===== config.mk =====
export PLATFORM = sky130hd
export DESIGN_NAME = uart_alu_if
export DESIGN_NICKNAME = d
export VERILOG_FILES = /design/src/rtl/uart_alu_if.sv
export SDC_FILE = /design/constraint.sdc
export NUM_CORES = 1
export LEC_CHECK = 0
export BUFFER_PORTS_ARGS = -buffer_cell sky130_fd_sc_hd__buf_2
export CORE_MARGIN = 5
export CORE_UTILIZATION = 40
export CTS_CLUSTER_SIZE = 10
export DETAILED_ROUTE_END_ITERATION = 8
export HOLD_SLACK_MARGIN = 0.15
export PLACE_DENSITY = 0.69
export SYNTH_ARGS = -nofsm -noshare
export SYNTH_HDL_FRONTEND = slang
export SYNTH_SLANG_ARGS = --single-unit

===== constraint.sdc =====
create_clock -name i_clk -period 1.5 [get_ports i_clk]
set_input_delay 0.075 -clock i_clk [delete_from_list [all_inputs] [get_ports i_clk]]
set_output_delay 0.075 -clock i_clk [all_outputs]
set_load 0.1 [all_outputs]

===== src/rtl/uart_alu_if.sv =====
// uart_alu_if: collects operand A, operand B and opcode bytes from a UART RX FIFO,
// presents them to an external ALU, and pushes the registered result into the TX FIFO.
module uart_alu_if #(
  parameter int unsigned DBIT    = 8,
  parameter int unsigned NB_OP   = 6,
  parameter int unsigned TIMEOUT = 500000,
  parameter int unsigned TO_BITS = 19
) (
  input  logic             i_clk,
  input  logic             reset,
  input  logic             rx_empty,
  input  logic [DBIT-1:0]  r_data,
  output logic             rd_uart,
  input  logic             tx_full,
  output logic             wr_uart,
  output logic [DBIT-1:0]  w_data,
  output logic [DBIT-1:0]  o_data_a,
  output logic [DBIT-1:0]  o_data_b,
  output logic [NB_OP-1:0] o_opcode,
  input  logic [DBIT-1:0]  i_alu_result,
  output logic             o_busy,
  output logic             o_timeout
);

  localparam logic [TO_BITS-1:0] TO_LAST = TO_BITS'(TIMEOUT - 1);

  typedef enum logic [2:0] {
    GET_A  = 3'd0,
    GET_B  = 3'd1,
    GET_OP = 3'd2,
    EXEC   = 3'd3,
    SEND   = 3'd4
  } state_e;

  state_e             state_q, state_d;
  logic [DBIT-1:0]    a_q, a_d;
  logic [DBIT-1:0]    b_q, b_d;
  logic [NB_OP-1:0]   op_q, op_d;
  logic [DBIT-1:0]    res_q, res_d;
  logic [TO_BITS-1:0] cnt_q, cnt_d;
  logic               rd_c, wr_c, to_c;

  // Opcode uses only the low NB_OP bits of the received byte.
  generate
    if (DBIT > NB_OP) begin : g_rdata_hi
      logic unused_rdata_hi;
      assign unused_rdata_hi = ^r_data[DBIT-1:NB_OP];
    end
  endgenerate

  // Next-state, capture and strobe logic.
  always_comb begin
    state_d = state_q;
    a_d     = a_q;
    b_d     = b_q;
    op_d    = op_q;
    res_d   = res_q;
    cnt_d   = '0;
    rd_c    = 1'b0;
    wr_c    = 1'b0;
    to_c    = 1'b0;
    case (state_q)
      GET_A: begin
        if (!rx_empty) begin
          rd_c    = 1'b1;
          a_d     = r_data;
          state_d = GET_B;
        end
      end
      GET_B, GET_OP: begin
        if (!rx_empty) begin
          rd_c = 1'b1;
          if (state_q == GET_B) begin
            b_d     = r_data;
            state_d = GET_OP;
          end else begin
            op_d    = r_data[NB_OP-1:0];
            state_d = EXEC;
          end
        end else if (cnt_q == TO_LAST) begin
          // A byte arriving on the last allowed cycle wins over the timeout.
          to_c    = 1'b1;
          state_d = GET_A;
        end else begin
          cnt_d = cnt_q + TO_BITS'(1);
        end
      end
      EXEC: begin
        res_d   = i_alu_result;
        state_d = SEND;
      end
      SEND: begin
        if (!tx_full) begin
          wr_c    = 1'b1;
          state_d = GET_A;
        end
      end
      default: state_d = GET_A;
    endcase
  end

  always_ff @(posedge i_clk) begin
    if (!reset) begin
      state_q <= GET_A;
      a_q     <= '0;
      b_q     <= '0;
      op_q    <= '0;
      res_q   <= '0;
      cnt_q   <= '0;
    end else begin
      state_q <= state_d;
      a_q     <= a_d;
      b_q     <= b_d;
      op_q    <= op_d;
      res_q   <= res_d;
      cnt_q   <= cnt_d;
    end
  end

  // FIFO strobes must act in the same cycle, so they are gated by reset directly.
  assign rd_uart   = reset & rd_c;
  assign wr_uart   = reset & wr_c;
  assign o_timeout = reset & to_c;
  assign o_busy    = reset & (state_q != GET_A);
  assign w_data    = res_q;
  assign o_data_a  = a_q;
  assign o_data_b  = b_q;
  assign o_opcode  = op_q;

endmodule

Word-level counts from Yosys, hierarchy flattened. Index checks and enable logic that the tools add are counted.

Register bits: 52. Input port bits: 20. Output and inout bits: 34. Word-level logic and storage cells: 45.

$add $sub $neg: 1. Eq/ne operators: 8. Muxes and demuxes: 13. Bitwise gates (word level): 8. Reductions and logical operators: 9.

Operators by type and width (number): $add A19 B1 Y19 const B (1); $eq A19 B19 Y1 const B (1); $mux W3 (4); $pmux W3 S4 (1); $reduce_and A3 Y1 (3); $mux W1 (8); $eq A3 B2 Y1 const B (2); $and A1 B1 Y1 (4); $ne A2 B2 Y1 const B (2); $not A1 Y1 (4); $reduce_or A4 Y1 (1); $eq A3 B1 Y1 const B (1); $eq A3 B3 Y1 const B (1); $logic_not A3 Y1 (1); $ne A3 B3 Y1 const B (1); $reduce_bool A3 Y1 (1); $reduce_or A3 Y1 (1); $reduce_and A2 Y1 (1); $reduce_or A2 Y1 (1).

Depth between registers and ports, before layout. Gate-level depths: netlist of run 1.

Word-level depth: 5. Gate-level depth with buffers: 6. Depth with buffers taken out: 5.

Least setup slack after synthesis of run 1. Ideal clock, no wire load.

Path type: reg-to-output. Start: register cnt_q[9]. End: output port o_timeout. Arrival: 3.809 ns. Data required time: 1.425 ns. Setup slack: -2.384 ns. Cell stages (with the launch flop): 4. Path buffers: 1. Cells stage by stage: dfxtp_1 clkbuf_2 or4_1 nor4_1.

Longest elaborated chain between the ends: 5.

Ends and longest elaborated chain: start, declared (line 40) `logic [TO_BITS-1:0] cnt_q, cnt_d;`; start signal, assigned (line 116) `cnt_q <= cnt_d;`; $eq A19 B19 Y1 (line 80) `end else if (cnt_q == TO_LAST) begin`; $mux W1 (line 80); $mux W1 (line 71) `if (!rx_empty) begin`; $mux W1 (line 62) `case (state_q)`; $and A1 B1 Y1 (line 123) `assign o_timeout = reset & to_c;`; end, declared (line 22) `output logic o_timeout`.

No other way between the ends.

Worst setup path in the final report of run 1.
Start: register cnt_q[12]. End: output port o_timeout.

Same word-level chain as after synthesis.

==> results.md, run 1 <==
- The synthesized netlist occupies a cell area of 2316 um^2.
- The number of placement rows is 27.
- The class of the worst hold path is in2reg.
- The maximum buffer depth of the clock tree is 2.
- The final layout net count is 377.
- In this run the biggest area consumer among cell types represents 44.95% of the synthesized area.
- The largest area contributor in the netlist is sky130_fd_sc_hd__dfxtp_1.
- The area growth from synthesis to layout is 47.16%.
- The total power divided by cell area is 940.9 nW/um^2.
- In the synthesized netlist, the number of instances is 246.
- The worst endpoint data arrival time is 1.74 ns.
- The critical path goes through or4_4, nor4_4, buf_12.
- Setup violations remaining at the end of the flow were counted as 1.
- IR analysis of the VDD net gives a maximum drop of 0.6771 mV.
- For this design, the slowest cell found on the critical path is sky130_fd_sc_hd__or4_4.
- In the layout the commonest cells are sky130_fd_sc_hd__buf_2, sky130_fd_sc_hd__dfxtp_1, sky130_fd_sc_hd__nand2_1, sky130_fd_sc_hd__buf_4, sky130_fd_sc_hd__nor2_1.
- The placer's final routability congestion estimate is 0.8392.
- For this run, the leading register cell type out of synthesis is sky130_fd_sc_hd__dfxtp_1.
- After legalization and detailed placement, the total HPWL measured 3876 um.
- The leakage power total is 1.367 nW.
- The final instance area is 3408 um^2.
- On the worst path, the slowest cell contributes a delay of 0.53 ns.
- The floorplan step defined a core boundary enclosing 5574 um^2.
- The most common cell after layout, fill and taps aside is sky130_fd_sc_hd__buf_2.
- Wires add up to 5767 um.
- The first global-routing pass estimated 9390 um of wire.
- The floorplan step defined a die boundary enclosing 7411 um^2.
- After detailed routing, the average wire length per cell comes to 13.44 um.
- The number of clock sinks is 52.
- The required time at the endpoint of the critical path is 1.42 ns.
- The initial cell density of the core is 41.55%.
- The kind of critical path is reg2out.
- The latest clock arrival within the worst-skew pair is 0.31 ns.
- The remaining number of nets flagged by the antenna check after routing is 0.
- Synthesis produced a netlist with a net count of 267.
- The DRC violation count after routing is 0.
- The checks that failed: negative setup slack.
- The number of enable flip-flop cells after synthesis is 0.
- The routed design could run at a clock period as short as 1.811 ns.
- The share of final-layout standard cells stronger than drive strength 1 is 39.78%.
- The number of hold-slack violations in the final timing report is 0.
- The count of TritonRoute iterations in the first routing pass is 5.
- The sequential cell area fraction in the yosys report is 44.95%.
- Clock tree synthesis selected as its root buffer the cell sky130_fd_sc_hd__clkbuf_8.
- Across all hold checks on the routed design, the worst slack comes to 0.2143 ns.
- In the post-synthesis netlist, the biggest area contributors are sky130_fd_sc_hd__dfxtp_1, sky130_fd_sc_hd__mux2i_1, sky130_fd_sc_hd__nand2_1.
- The final-report max-slew violation count was 0.
- The total of buffers placed on input and output ports is 53.
- After synthesis the netlist holds a flip-flop and latch count of 52.
- A synthesized cell averages 9.415 um^2.
- The post-placement cell area is 3020 um^2.
- The number of antenna diodes in the final layout is 0.
- The I/O pin total is 54.
- The type of element launching the critical path is a register.
- Global routing used 15.45% of the available tracks across all layers.
- The netlist uses 43 different library cells.
- Across the run, the number of max-cap violations was 0.
- Entering global routing, the biggest net connects 35 pins.
- The floorplan die width is 86.09 um.
- Counting flops with an async set or reset pin after synthesis yields a share of 0%.
- Of the available clock period, the critical path in the final layout requires 120.7%.
- Setup repair after global routing could not meet its margin everywhere.
- The number of DRC violations after detailed-routing iteration 0 is 56.
- The via-per-instance ratio is 4.839.
- The clock tree from TritonCTS is built.
- The via count of the first global-routing pass is 2059.
- The remaining max-slew budget at the tightest pin is 66.87%.
- Static timing analysis puts the maximum clock frequency at 552.2 MHz.
- The vertical extent of the die is 86.09 um.
- The total via count in the routed design is 2076.
- During synthesis, Yosys emitted a total of 0 warnings.
- The number of antenna violations at the first check in global routing is 0.
- The number of buffers inserted during clock tree synthesis is 5.
- The category of the worst setup path capture point is a primary output.
- The utilization of the core after routing is 61.14%.
- The final worst clock skew is 0.01087 ns.
- The H-tree was split into 2 levels.
- At the pin with the least slew margin, the transition time is 0.5003 ns.
- The clock transition at the registers of the reported paths is 0.10 ns.
- The leftover overflow at the end of global routing is 0.
- The worst-case setup margin in the final layout is -0.3108 ns.
- Total power for the finished layout comes to 3.207 mW.
- The biggest fanout along the worst timing path is 2.
- The flow ran to the end, but the final reports show violations.
-- power by group --
| part | internal, mW | switching, mW |
|---|---|---|
| Clock | 0.336 | 0.503 |
| Sequential | 1.44 | 0.0321 |
| Combinational | 0.290 | 0.604 |
| Total | 2.07 | 1.14 |
-- sequential cells by signal (all words and copies together) (netlist names) --
name / cells
cnt_q: 19
o_data_a: 8
o_data_b: 8
o_opcode: 6
state_q: 3
w_data: 8
-- what timing repair did --
| action | CTS | global route |
|---|---|---|
| endpoints found under the setup margin | 1 | 23 |
| resized for setup | 5 | 16 |
| buffers inserted | 1 | 4 |
| pin swaps | 3 | 3 |
| endpoints found under the hold margin | 33 | 0 |
| hold buffers | 18 | 0 |
| cloned | 0 | 0 |
-- metrics by stage --
step | std cells | setup TNS (ns) | setup slack [ns]
2_1_floorplan | 246 | -0.5628 | -0.5628
3_3_place_gp | 398 | 0 | 0.02138
3_5_place_dp | 398 | 0 | 0.01727
4_1_cts | 425 | -0.3112 | -0.3112
5_1_grt | 429 | -0.6753 | -0.3798
6_report | 429 | -0.3108 | -0.3108
-- cell usage after synthesis (2+ instances only) --
cell type / n
sky130_fd_sc_hd__dfxtp_1: 52
sky130_fd_sc_hd__nand2_1: 40
sky130_fd_sc_hd__nor2_1: 25
sky130_fd_sc_hd__a21boi_0: 16
sky130_fd_sc_hd__mux2i_1: 15
sky130_fd_sc_hd__nor2b_1: 14
sky130_fd_sc_hd__xnor2_1: 11
sky130_fd_sc_hd__nand3_1: 7
sky130_fd_sc_hd__nor4_1: 6
sky130_fd_sc_hd__clkbuf_1: 5
sky130_fd_sc_hd__inv_1: 5
sky130_fd_sc_hd__nor3_1: 5
sky130_fd_sc_hd__nand4_1: 4
sky130_fd_sc_hd__xor2_1: 4
sky130_fd_sc_hd__nand4_4: 3
sky130_fd_sc_hd__buf_2: 2
sky130_fd_sc_hd__clkbuf_2: 2
sky130_fd_sc_hd__nand2b_2: 2
sky130_fd_sc_hd__nor4_4: 2
sky130_fd_sc_hd__nor4bb_1: 2
sky130_fd_sc_hd__or3_1: 2
-- logic make-up (layout without fill, tap and decap cells) --
logic type	count (synthesis)	count (layout)	share of synthesized area [%]
AOI/OAI and AO/OA	25	25	8.644
xor gates and xnor gates	15	15	5.672
adders and majority gates	1	1	0.5402
buffers and inverters	15	126	2.972
DFF	52	52	44.95
muxes	15	15	6.483
and+or+nand+nor	123	123	30.74
-- per-layer routing --
metal	routed length, um	up-vias	global-route usage (%)
li1	-	1064	-
met1	2643	962	19.95
met2	2816	37	25.09
met3	186	13	2.690
met4	121	0	6.906
met5	0	-	0
-- critical path: cells and delay by family, from the launching register on --
kind	cells	cell delay [ns]
simple gates	2	0.88
flops	1	0.33
buf+inv	1	0.22
-- worst paths after layout --
check                                            start                       to  slack [ns]  depth (start not counted)
worst max register to register     cnt_q[0]$_SDFF_PP0_     cnt_q[18]$_SDFF_PP0_        0.01                          6
worst max-delay path              cnt_q[12]$_SDFF_PP0_                o_timeout       -0.31                          3
worst min register to register  w_data[3]$_SDFFE_PN0N_   w_data[3]$_SDFFE_PN0N_        0.46                          2
worst min-delay path                          rx_empty  state_q[1]$_SDFFE_PN0P_        0.21                          3
-- layout make-up --
class	instances	area [um^2]
fillers	476	2166
multi-input cells	179	1291
flip-flops and latches	52	1055
repair buffers	113	862.1
well taps	72	90.09
clock buffers	5	68.82
clock inverters	3	22.52
inverters	5	18.77
No activity file was read; power rests on OpenSTA's default activity.
==> inputs of run 2 (changes only) <==
--- a/config.mk
+++ b/config.mk
@@ -5,6 +5,7 @@
 export SDC_FILE = /design/constraint.sdc
 export NUM_CORES = 1
 export LEC_CHECK = 0
+export ABC_CLOCK_PERIOD_IN_PS = 1500
 export BUFFER_PORTS_ARGS = -buffer_cell sky130_fd_sc_hd__buf_2
 export CORE_MARGIN = 5
 export CORE_UTILIZATION = 40
@@ -15,3 +16,4 @@
 export SYNTH_ARGS = -nofsm -noshare
 export SYNTH_HDL_FRONTEND = slang
 export SYNTH_SLANG_ARGS = --single-unit
+export TNS_END_PERCENT = 1
==> run 2 against run 1 <==
Net effect: the flow still finishes with violations (negative setup slack); non-clock buffer count fell by 1; combinational power is 1% lower; first-iteration DRC count rose by 80%; highest routed layer is now met5; sequential share of layout area is 0.12 points lower; wire length is 5.1% higher; critical endpoint unchanged; largest power group unchanged; register-to-register slack worse by 0.06 ns; largest cell class unchanged; sequential power hardly changed; clock-buffer cell count is the same; cell area rose by 0.40%; via count rose by 1.9%; global-route usage is 1.2 points higher; maximum frequency is essentially flat.
==> results.md, run 2 (synthesized netlist as in run 1, its figures left out) <==
- The flow ran to the end, but the final reports show violations.
- The checks that failed: negative setup slack.
- The I/O pin total is 54.
- After global routing the overflow that remains totals 0.
- The die is 86.09 um wide.
- The kind of critical path is reg2out.
- The final-report max-slew violation count is 0.
- The worst register-to-register path begins at cnt_q[7]$_SDFF_PP0_.
- STA classifies the critical path endpoint as a primary output.
- The transition time of the tightest slew-check pin is 0.5099 ns.
- The count of H-tree levels built during CTS is 2.
- The area of combinational cells with multiple inputs is 1301 um^2.
- The vertical extent of the die is 86.09 um.
- In this run the worst path has a maximum fanout of 2.
- The final non-filler cell total is 428.
- The number of antenna violations at the first check in global routing is 1.
- The number of hold-slack violations in the final timing report was 0.
- On the critical path, the stage with the largest delay is an instance of sky130_fd_sc_hd__or4_4.
- The overall power after layout is 3.190 mW.
- The number of clock sinks is 52.
- The worst endpoint data arrival time is 1.73 ns.
- Counting I/O delays and the setup requirement, the final critical path takes 1.809 ns.
- The top cell types in the final layout, fill and taps aside, are sky130_fd_sc_hd__buf_2, sky130_fd_sc_hd__dfxtp_1, sky130_fd_sc_hd__nand2_1, sky130_fd_sc_hd__buf_4, sky130_fd_sc_hd__nor2_1.
- The latest clock arrival within the worst-skew pair is 0.32 ns.
- The utilization of the core after routing is 61.39%.
- For this run, the total global-route usage over all layers was measured as 16.67%.
- The maximum VDD drop is 0.5772 mV.
- The final route contains 2116 vias.
- The final worst clock skew is 0.01710 ns.
- Leaving out fill and tap cells, the most frequent cell in the layout is sky130_fd_sc_hd__buf_2.
- The repair_antennas step left the layout with diodes totalling 0.
- The wire-length estimate of the detail-placed layout is 4030 um.
- The routed design has 6061 um of wire.
- The total of buffers placed on input and output ports is 53.
- The wire length of the first global-routing pass is 9929 um.
- TritonCTS built the clock tree.
- The worst-case setup margin in the final layout is -0.3093 ns.
- The buffer and inverter count on the worst path is 1.
- The final layout net count is 376.
- The die outline area is 7411 um^2.
- The register with the highest flop count is cnt_q.
- The required time at the endpoint of the critical path is 1.42 ns.
- In the final routed layout, each cell accounts on average for 14.16 um.
- The final-report setup violation count is 15.
- The via count of the first global-routing pass came to 2134.
- The reg2reg setup slack is -0.05 ns.
- The floorplan has 27 rows.
- The tightest min-delay check is of the in2reg type.
- In this run the critical register-to-register path is captured at cnt_q[18]$_SDFF_PP0_.
- Entering global routing, the biggest net connects 35 pins.
- The area growth from synthesis to layout is 47.76%.
- Walking the worst path, the cells encountered are or4_4, nor4_4, buf_12.
- For this configuration, the core starts out at a cell density of 41.55%.
- In this run, placement finished with an instance count of 398.
- The placer's final routability congestion estimate is 0.9273.
- For this block, the initial DRC count from the detailed router was 101.
- The core region area is 5574 um^2.
- Headroom to the max-slew limit came out at 66.24%.
- The DRC violation count after routing is 0.
- The worst stage delay on the critical path is 0.55 ns.
- The final cycle utilization of the critical path is 120.6%.
- The hold-critical path depth is 3.
- The leakage power total is 1.361 nW.
- The number of flip-flops under the largest register name is 19.
- The worst hold path begins at rx_empty.
- For this design the ratio of total power to cell area is 932.1 nW/um^2.
- The first detailed-routing pass ran for 5 iterations.
- The via-per-instance ratio is 4.944.
- Counting cells, the worst reg-to-reg path comes to 6.
- Clock-pin slew was measured on the worst setup and hold paths at 0.10 ns.
- The critical path's top delay family is simple AND/OR/NAND/NOR gates.
- Across the run, the number of max-cap violations was 0.
- The maximum buffer depth of the clock tree is 2.
- The number of buffers inserted during clock tree synthesis is 5.
- The root buffer cell chosen for the clock tree is sky130_fd_sc_hd__clkbuf_8.
- The share of final-layout standard cells stronger than drive strength 1 is 39.89%.
- The register cell area after layout is 1055 um^2.
- The end point of the most critical hold path is state_q[1]$_SDFFE_PN0P_.
- The remaining number of nets flagged by the antenna check after routing is 0.
- The top achievable clock speed is 552.7 MHz.
- Setup repair after global routing could not meet its margin everywhere.
- Counting the fill cells in the layout gives 467.
- The type of element launching the critical path is a register.
## run 2: changes by cell type in the layout (fill, tap and decap cells not counted), sizes merged
| cell | change |
|---|---|
| clkinv | -2 |
| clkinvlp | +2 |
| buf | -1 |
## run 2: how the worst max path moves through the flow
stage / startpoint / endpoint / slack, ns / depth (start not counted)
6_report: cnt_q[12]$_SDFF_PP0_ / o_timeout / -0.31 / 3
5_1_grt: cnt_q[12]$_SDFF_PP0_ / o_timeout / -0.37 / 3
4_1_cts: cnt_q[7]$_SDFF_PP0_ / o_timeout / -0.30 / 3
3_5_place_dp: cnt_q[0]$_SDFF_PP0_ / cnt_q[18]$_SDFF_PP0_ / -0.005 / 5
3_3_place_gp: cnt_q[12]$_SDFF_PP0_ / o_timeout / 0.02 / 3
2_1_floorplan: cnt_q[12]$_SDFF_PP0_ / o_timeout / -0.56 / 2
## run 2: per-stage QoR
stage	setup TNS [ns]	worst slack (ns)	hold WS (ns)	area, um^2
4_1_cts	-0.2993	-0.2978	0.1975	3332
3_5_place_dp	-0.005091	-0.005091	0.3313	3018
5_1_grt	-2.372	-0.3735	0.2049	3422
6_report	-0.5963	-0.3093	0.1941	3422
2_1_floorplan	-0.6644	-0.5628	0.2099	2346
3_3_place_gp	0	0.02055	0.3255	3018
## run 2: routing by layer
metal,global-route usage (%),vias up,part of all wire [%]
met5,0,-,0.21
met4,6.043,2,2.5
met3,5.091,18,6.3
met2,28.52,66,49
met1,19.54,975,41
li1,-,1055,-
## run 2: worst min-delay path: cells and delay by family
kind            cells  cell delay, ns
compound gates      1            0.14
buf+inv             2            0.24
## run 2: where the power goes
group | total (mW) | switching, mW | internal, mW
Sequential | 1.47 | 0.0326 | 1.44
Clock | 0.835 | 0.495 | 0.340
Combinational | 0.882 | 0.601 | 0.281
## run 2: layout make-up
cell class | instances | share of cell area (%)
clock buffers | 5 | 2.011
clock inverters | 3 | 0.7678
inverters | 5 | 0.5484
multi-input cells | 179 | 38.03
flip-flops and latches | 52 | 30.82
well taps | 72 | 2.633
repair buffers | 112 | 25.19
## run 2: what timing repair did
item / CTS / global route
hold buffers: 18 / 0
pin swaps: 6 / 5
setup endpoints to repair: 5 / 22
resized for setup: 8 / 18
hold endpoints to repair: 33 / 0
buffers inserted: 3 / 1
